==> config.mk <==
export PLATFORM = sky130hd
export DESIGN_NAME = mini_alu_core
export DESIGN_NICKNAME = d
export VERILOG_FILES = /design/src/rtl/mini_alu_core.sv
export SDC_FILE = /design/constraint.sdc
export NUM_CORES = 2
export LEC_CHECK = 0
export ABC_CLOCK_PERIOD_IN_PS = 31300
export CORE_MARGIN = 3
export CORE_UTILIZATION = 45
export DETAILED_ROUTE_END_ITERATION = 10
export PLACE_DENSITY_LB_ADDON = 0.2
export RECOVER_POWER = 100
export SYNTH_ARGS = -nofsm -noshare
export SYNTH_HDL_FRONTEND = slang
export SYNTH_SLANG_ARGS = --single-unit
export TNS_END_PERCENT = 20
==> constraint.sdc <==
create_clock -name Clock -period 31.3 [get_ports Clock]
set_input_delay 4.695 -clock Clock [delete_from_list [all_inputs] [get_ports Clock]]
set_output_delay 4.695 -clock Clock [all_outputs]
set_load 0.01 [all_outputs]
==> src/rtl/mini_alu_core.sv <==
// mini_alu_core: 2-stage fetch/execute core, 256 x DATA_W register file, registered LED output.
// Optional MINI_ALU_MUL_EN builds the iterative radix-2 Booth SMUL unit; otherwise SMUL is a NOP.
module mini_alu_core #(
    parameter int unsigned DATA_W = 16,
    parameter int unsigned LED_W  = 8
) (
    input  logic             Clock,
    input  logic             Reset_n,
    output logic [7:0]       oIP,
    input  logic [27:0]      iInstruction,
    output logic [LED_W-1:0] oLed,
    output logic             oBusy,
    output logic             oHalt
);
    typedef enum logic [3:0] {
        OP_NOP  = 4'd0,
        OP_ADD  = 4'd1,
        OP_SUB  = 4'd2,
        OP_STO  = 4'd3,
        OP_BLE  = 4'd4,
        OP_JMP  = 4'd5,
        OP_LED  = 4'd6,
        OP_SMUL = 4'd7,
        OP_HLT  = 4'd8
    } opcode_e;

    logic [7:0]        ip_q, ip_d;
    logic [27:0]       ir_q, ir_d;
    logic [LED_W-1:0]  led_q, led_d;
    logic              halt_q, halt_d;
    logic [DATA_W-1:0] rf [256];

    logic [3:0]        op;
    logic [7:0]        dest, src1, src0;
    logic [DATA_W-1:0] rs1, rs0;

    logic                we0, we1, take;
    logic [7:0]          wa0, wa1;
    logic [DATA_W-1:0]   wd0, wd1;
    logic                mul_stall, mul_done;
    logic [2*DATA_W-1:0] mul_prod;

    assign op   = ir_q[27:24];
    assign dest = ir_q[23:16];
    assign src1 = ir_q[15:8];
    assign src0 = ir_q[7:0];
    assign rs1  = rf[src1];
    assign rs0  = rf[src0];

`ifdef MINI_ALU_MUL_EN
    typedef enum logic {MUL_IDLE, MUL_RUN} mul_state_e;

    mul_state_e        state_q, state_d;
    logic [DATA_W:0]   acc_q, acc_d, mcand_q, mcand_d;
    logic [DATA_W-1:0] mq_q, mq_d;
    logic              q1_q, q1_d;
    logic [5:0]        cnt_q, cnt_d;
    logic              is_smul, mul_capture, mul_step;
    logic [DATA_W:0]   booth_sum;

    assign is_smul = (op == OP_SMUL);
    assign oBusy   = is_smul;

    always_ff @(posedge Clock or negedge Reset_n) begin
        if (!Reset_n) begin
            state_q <= MUL_IDLE;
            acc_q   <= '0;
            mcand_q <= '0;
            mq_q    <= '0;
            q1_q    <= 1'b0;
            cnt_q   <= '0;
        end else begin
            state_q <= state_d;
            acc_q   <= acc_d;
            mcand_q <= mcand_d;
            mq_q    <= mq_d;
            q1_q    <= q1_d;
            cnt_q   <= cnt_d;
        end
    end

    always_comb begin : mul_next_state
        state_d = state_q;
        case (state_q)
            MUL_IDLE: if (is_smul) state_d = MUL_RUN;
            MUL_RUN:  if (cnt_q == 6'(DATA_W - 1)) state_d = MUL_IDLE;
            default:  state_d = MUL_IDLE;
        endcase
    end

    // Accumulator is DATA_W+1 bits so subtracting the most negative multiplicand cannot overflow.
    always_comb begin : mul_outputs
        mul_capture = (state_q == MUL_IDLE) && is_smul;
        mul_step    = (state_q == MUL_RUN);
        mul_done    = mul_step && (cnt_q == 6'(DATA_W - 1));
        mul_stall   = is_smul && !mul_done;
        booth_sum   = acc_q;
        case ({mq_q[0], q1_q})
            2'b01:   booth_sum = acc_q + mcand_q;
            2'b10:   booth_sum = acc_q - mcand_q;
            default: booth_sum = acc_q;
        endcase
        acc_d   = acc_q;
        mcand_d = mcand_q;
        mq_d    = mq_q;
        q1_d    = q1_q;
        cnt_d   = cnt_q;
        if (mul_capture) begin
            acc_d   = '0;
            mcand_d = {rs1[DATA_W-1], rs1};
            mq_d    = rs0;
            q1_d    = 1'b0;
            cnt_d   = '0;
        end else if (mul_step) begin
            acc_d = {booth_sum[DATA_W], booth_sum[DATA_W:1]};
            mq_d  = {booth_sum[0], mq_q[DATA_W-1:1]};
            q1_d  = mq_q[0];
            cnt_d = cnt_q + 6'd1;
        end
        mul_prod = {acc_d[DATA_W-1:0], mq_d};
    end
`else
    assign oBusy     = 1'b0;
    assign mul_stall = 1'b0;
    assign mul_done  = 1'b0;
    assign mul_prod  = '0;
`endif

    always_comb begin : execute
        ip_d   = ip_q;
        ir_d   = ir_q;
        led_d  = led_q;
        halt_d = halt_q;
        we0    = 1'b0;
        wa0    = dest;
        wd0    = '0;
        we1    = 1'b0;
        wa1    = dest + 8'd1;
        wd1    = '0;
        take   = 1'b0;
        case (op)
            OP_ADD: begin we0 = 1'b1; wd0 = rs1 + rs0; end
            OP_SUB: begin we0 = 1'b1; wd0 = rs1 - rs0; end
            OP_STO: begin we0 = 1'b1; wd0 = DATA_W'({src1, src0}); end
            OP_BLE: take = (rs1 <= rs0);
            OP_JMP: take = 1'b1;
            OP_LED: led_d = rs1[LED_W-1:0];
            OP_HLT: halt_d = 1'b1;
            default: ;
        endcase
        if (mul_done) begin
            we0 = 1'b1;
            wd0 = mul_prod[DATA_W-1:0];
            we1 = 1'b1;
            wd1 = mul_prod[2*DATA_W-1:DATA_W];
        end
        // A taken branch squashes the already-fetched word; HLT and SMUL hold fetch.
        if (take) begin
            ip_d = dest;
            ir_d = '0;
        end else if ((op != OP_HLT) && !mul_stall) begin
            ip_d = ip_q + 8'd1;
            ir_d = iInstruction;
        end
    end

    always_ff @(posedge Clock or negedge Reset_n) begin
        if (!Reset_n) begin
            ip_q   <= '0;
            ir_q   <= '0;
            led_q  <= '0;
            halt_q <= 1'b0;
        end else begin
            ip_q   <= ip_d;
            ir_q   <= ir_d;
            led_q  <= led_d;
            halt_q <= halt_d;
        end
    end

    always_ff @(posedge Clock) begin
        if (we0) rf[wa0] <= wd0;
        if (we1) rf[wa1] <= wd1;
    end

    assign oIP   = ip_q;
    assign oLed  = led_q;
    assign oHalt = halt_q;
endmodule

==> results.md <==
Floorplan:
- The floorplan has 239 rows.
- For this design the top-level I/O count stands at 48.
- The die footprint is 0.436 sq mm.
- The core outline area is 0.425 sq mm.
- The horizontal die dimension is 660 microns.
- Measured along the y axis, the die boundary spans 660 microns.
- Once the floorplan was initialized, standard cells occupied 45.3% of the core.

Job:
- The tool flagged a number of max-cap violations equal to 283.

Synth:
- The count of synthesis-stage warnings from yosys is 0.
- The number of instances in the synthesized netlist is 8813.
- Sequential cells were found to cover 64.4% of the synthesized design area.
- The number of storage elements in the synthesis netlist is 4141.
- The synthesized area divided by synthesized cell count is 21.9 sq um.
- The number of enable flip-flop cells after synthesis is 4096.
- The area of the mapped netlist is 0.193 sq mm.
- In the synthesized netlist the async set-or-reset flop fraction comes to 1.09%.
- The number of distinct library cells after synthesis is 78.
- The predominant post-synthesis flop cell is sky130_fd_sc_hd__edfxtp_1.
- Synthesis produced a netlist with a net count of 8877.

Worst hold path:
- The worst hold path belongs to the class flip-flop to flip-flop.

Detailed routing:
- In the routed layout, each cell is associated on average with a via count of 7.12.
- Once detail routing completed, the nets flagged for antenna violations numbered 0.
- In the routed design, unresolved DRC markers number 0.
- For this run, the detailed router's first-pass iteration total came to 6.
- The routed layout has 106000 vias.
- The number of DRC markers after the initial detailed-route iteration is 16500.
- The routed wirelength normalized by instance count is 43.2 microns.
- The detailed-route wire length is 646 mm.

Setup path:
- The highest fanout seen on the critical path is 98.
- Data on the critical path is required at its endpoint by 31.93 ns.
- By instance count, the cell type seen most on the critical path is sky130_fd_sc_hd__clkbuf_1.
- The critical-path cell with the highest stage delay is sky130_fd_sc_hd__clkbuf_1.
- The critical path start-end classification is flip-flop to flip-flop.
- The startpoint kind of the worst setup timing path is a flip-flop.
- The largest single stage delay on the critical path is 2.66 ns.
- The worst setup path is captured at a flip-flop.
- Walking the worst path, the cells encountered are clkbuf_1, buf_4, buf_12, clkbuf_1, clkbuf_1, clkbuf_1, mux4_2, mux2_2, a22oi_1, a31oi_1, nor2_1, or4_1, nor4_2, ha_1, and3_1, o21ai_0, nand2_1, o221ai_1, a22o_1, buf_4, buf_4.
- STA puts the critical path data arrival time at 20.82 ns.

Finish:
- The area used by sequential logic in the layout is 0.124 sq mm.
- The net count of the finished layout is 8977.
- Summing all multi-input logic gate instances after layout gives 0.0650 sq mm.
- The post-route netlist has 37.4% of its cells at a drive strength greater than 1.
- The synthesis-to-layout area growth is 10.6%.
- In the layout the commonest cells are 4096 x sky130_fd_sc_hd__edfxtp_1, 2464 x sky130_fd_sc_hd__mux4_2, 430 x sky130_fd_sc_hd__clkbuf_16.
- The library cell used most frequently in the layout, excluding fill and tap cells, is sky130_fd_sc_hd__edfxtp_1.
- The layout has 33600 filler cells.

STA:
- The worst relative slew slack is -212%.
- Adding up every negative setup slack in the final design gives 0 ns.
- The part of the cycle the worst path needs is 64.5%.
- The transition at the pin with the smallest max-transition slack is 4.69 ns.
- The maximum achievable frequency is 0.0495 GHz.
- The number of endpoints with negative hold slack in the final report is 0.
- Setup repair after global routing left no endpoint under its margin.
- Setup violations remaining at the end of the flow were counted as 0.
- The worst setup skew after layout is 0.0597 ns.
- The final count of pins violating max slew is 5692.
- The post-route minimum period is 20.19 ns.

Clock network:
- CTS built an H-tree with a depth of 5.
- The number of buffers inserted by hold repair at cts is 0.
- The clock latency of the later-clocked register in the worst-skew pair is 1.02 ns.
- The buffer levels on the longest clock path is 4.
- The CTS tree is built.
- Clock tree synthesis selected as its root buffer the cell sky130_fd_sc_hd__clkbuf_16.
- The number of clock buffers added by TritonCTS is 425.
- Clock-pin slew was measured on the worst setup and hold paths at 0.06 ns.
- For this design, the sink count on the clock tree is 4141.
- The post-CTS resize count is 0.
- In this run the post-CTS setup repair buffer count came out at 0.

Global routing:
- After global routing the overflow that remains totals 0.
- The number of global-route vias before repair is 107000.
- For this run, the total global-route usage over all layers was measured as 29.5%.
- Entering global routing, the biggest net connects 257 pins.
- The first global-routing pass estimated 885 mm of wire.
- The number of antenna violations at the first check in global routing is 31.

Placement:
- The routability congestion estimate is 0.905.
- The wire-length estimate of the detail-placed layout is 385 mm.
- Port buffering added 46 buffers.

Run status:
- The checks that failed: capacitance limit, slew limit.
- The flow ran to the end, but the final reports show violations.
-- worst max-delay path: cells and delay by family, from the launching register on --
family,cells,cell delay (ns)
buffers and inverters,8,12.60
flip-flops,1,0.90
adder cells (fa/ha/maj),1,0.40
AND/OR/NAND/NOR,5,1.47
multiplexers,2,0.71
AO/OA/AOI/OAI,5,3.13
-- stage by stage --
step                worst slack [ns]  instances  instance area (sq um)  utilization (%)  hold slack [ns]
global route                    8.83      14900                 213000             50.1            0.512
floorplan                       7.70       8813                 193000                -            0.512
finish                         11.11      14900                 213000             50.1            0.466
detailed placement             18.48      14100                 201000             47.3            0.470
CTS                            18.46      14900                 215000             50.5            0.483
global placement               18.52      14100                 201000             47.3            0.455
-- final timing paths --
check | startpoint | endpoint | slack [ns] | depth (start not counted)
max | ir_q[8]$_DFFE_PN0P_ | rf[138][5]$_DFFE_PP_ | 11.11 | 21
min | oHalt$_DFFE_PN0N_ | oHalt$_DFFE_PN0N_ | 0.47 | 1
max reg2reg | ir_q[8]$_DFFE_PN0P_ | rf[138][5]$_DFFE_PP_ | 11.11 | 21
min reg2reg | oHalt$_DFFE_PN0N_ | oHalt$_DFFE_PN0N_ | 0.47 | 1
max in group asynchronous | Reset_n | ir_q[8]$_DFFE_PN0P_ | 23.54 | 2
min in group asynchronous | Reset_n | oHalt$_DFFE_PN0N_ | 5.03 | 2
-- flip-flops by register name, summed over array words and instances, names as in the netlist --
name / flops
rf: 4096
oLed: 8
ir_q: 28
oIP: 8
oHalt: 1
-- final cells by class --
class / instances / area share [%]
well taps: 5663 / 3.33
clock inverters: 242 / 1.14
diodes: 22 / 0.0258
clock buffers: 531 / 5.30
multi-input cells: 3914 / 30.5
flip-flops and latches: 4141 / 58.3
inverters: 34 / 0.0669
repair buffers: 397 / 1.37
-- logic make-up after synthesis --
| group | Yosys count | share of synthesized area, % |
|---|---|---|
| buffers and inverters | 758 | 2.07 |
| AO/OA/AOI/OAI | 544 | 2.11 |
| adder cells (fa/ha/maj) | 34 | 0.229 |
| multiplexers | 2578 | 29.4 |
| other | 1 | 0.00195 |
| XOR/XNOR | 9 | 0.0409 |
| AND/OR/NAND/NOR | 748 | 1.71 |
| flip-flops | 4141 | 64.4 |
-- cell usage after synthesis, drive strengths merged (4+ instances only) --
cell type	count	area [sq um]
o221ai	21	184
a22oi	137	1050
nor2	371	1390
ha	32	400
a221o	9	90.1
a211oi	22	170
nor2b	34	213
o22ai	31	194
a211o	5	43.8
a221oi	60	526
mux2i	86	861
o221a	15	169
nor3	37	185
edfxtp	4096	123000
buf	429	2750
nand3	47	235
or3	4	25.0
dfrtp	45	1130
a21oi	55	275
o211ai	10	75.1
nor4	5	43.8
xor2	7	61.3
o21bai	7	52.6
nor4b	4	41.3
mux4	2469	55600
and2	17	106
nand2	160	601
clkbuf	295	1120
o21ai	55	275
nand2b	16	100
a22o	60	526
a21o	8	60.1
a311oi	5	43.8
mux2	23	259
a31oi	23	144
inv	33	124
or2	7	43.8
nand4	30	188
and3	5	31.3
-- layer usage --
layer  global-route usage (%)  part of all wire [%]
met5                        0                 0.025
met4                     12.9                   5.1
met3                     7.58                    12
met2                     44.3                    46
met1                     41.1                    37
Power is not shown: default switching activity piles up to over one toggle a cycle in this logic, so the estimate is an artifact.
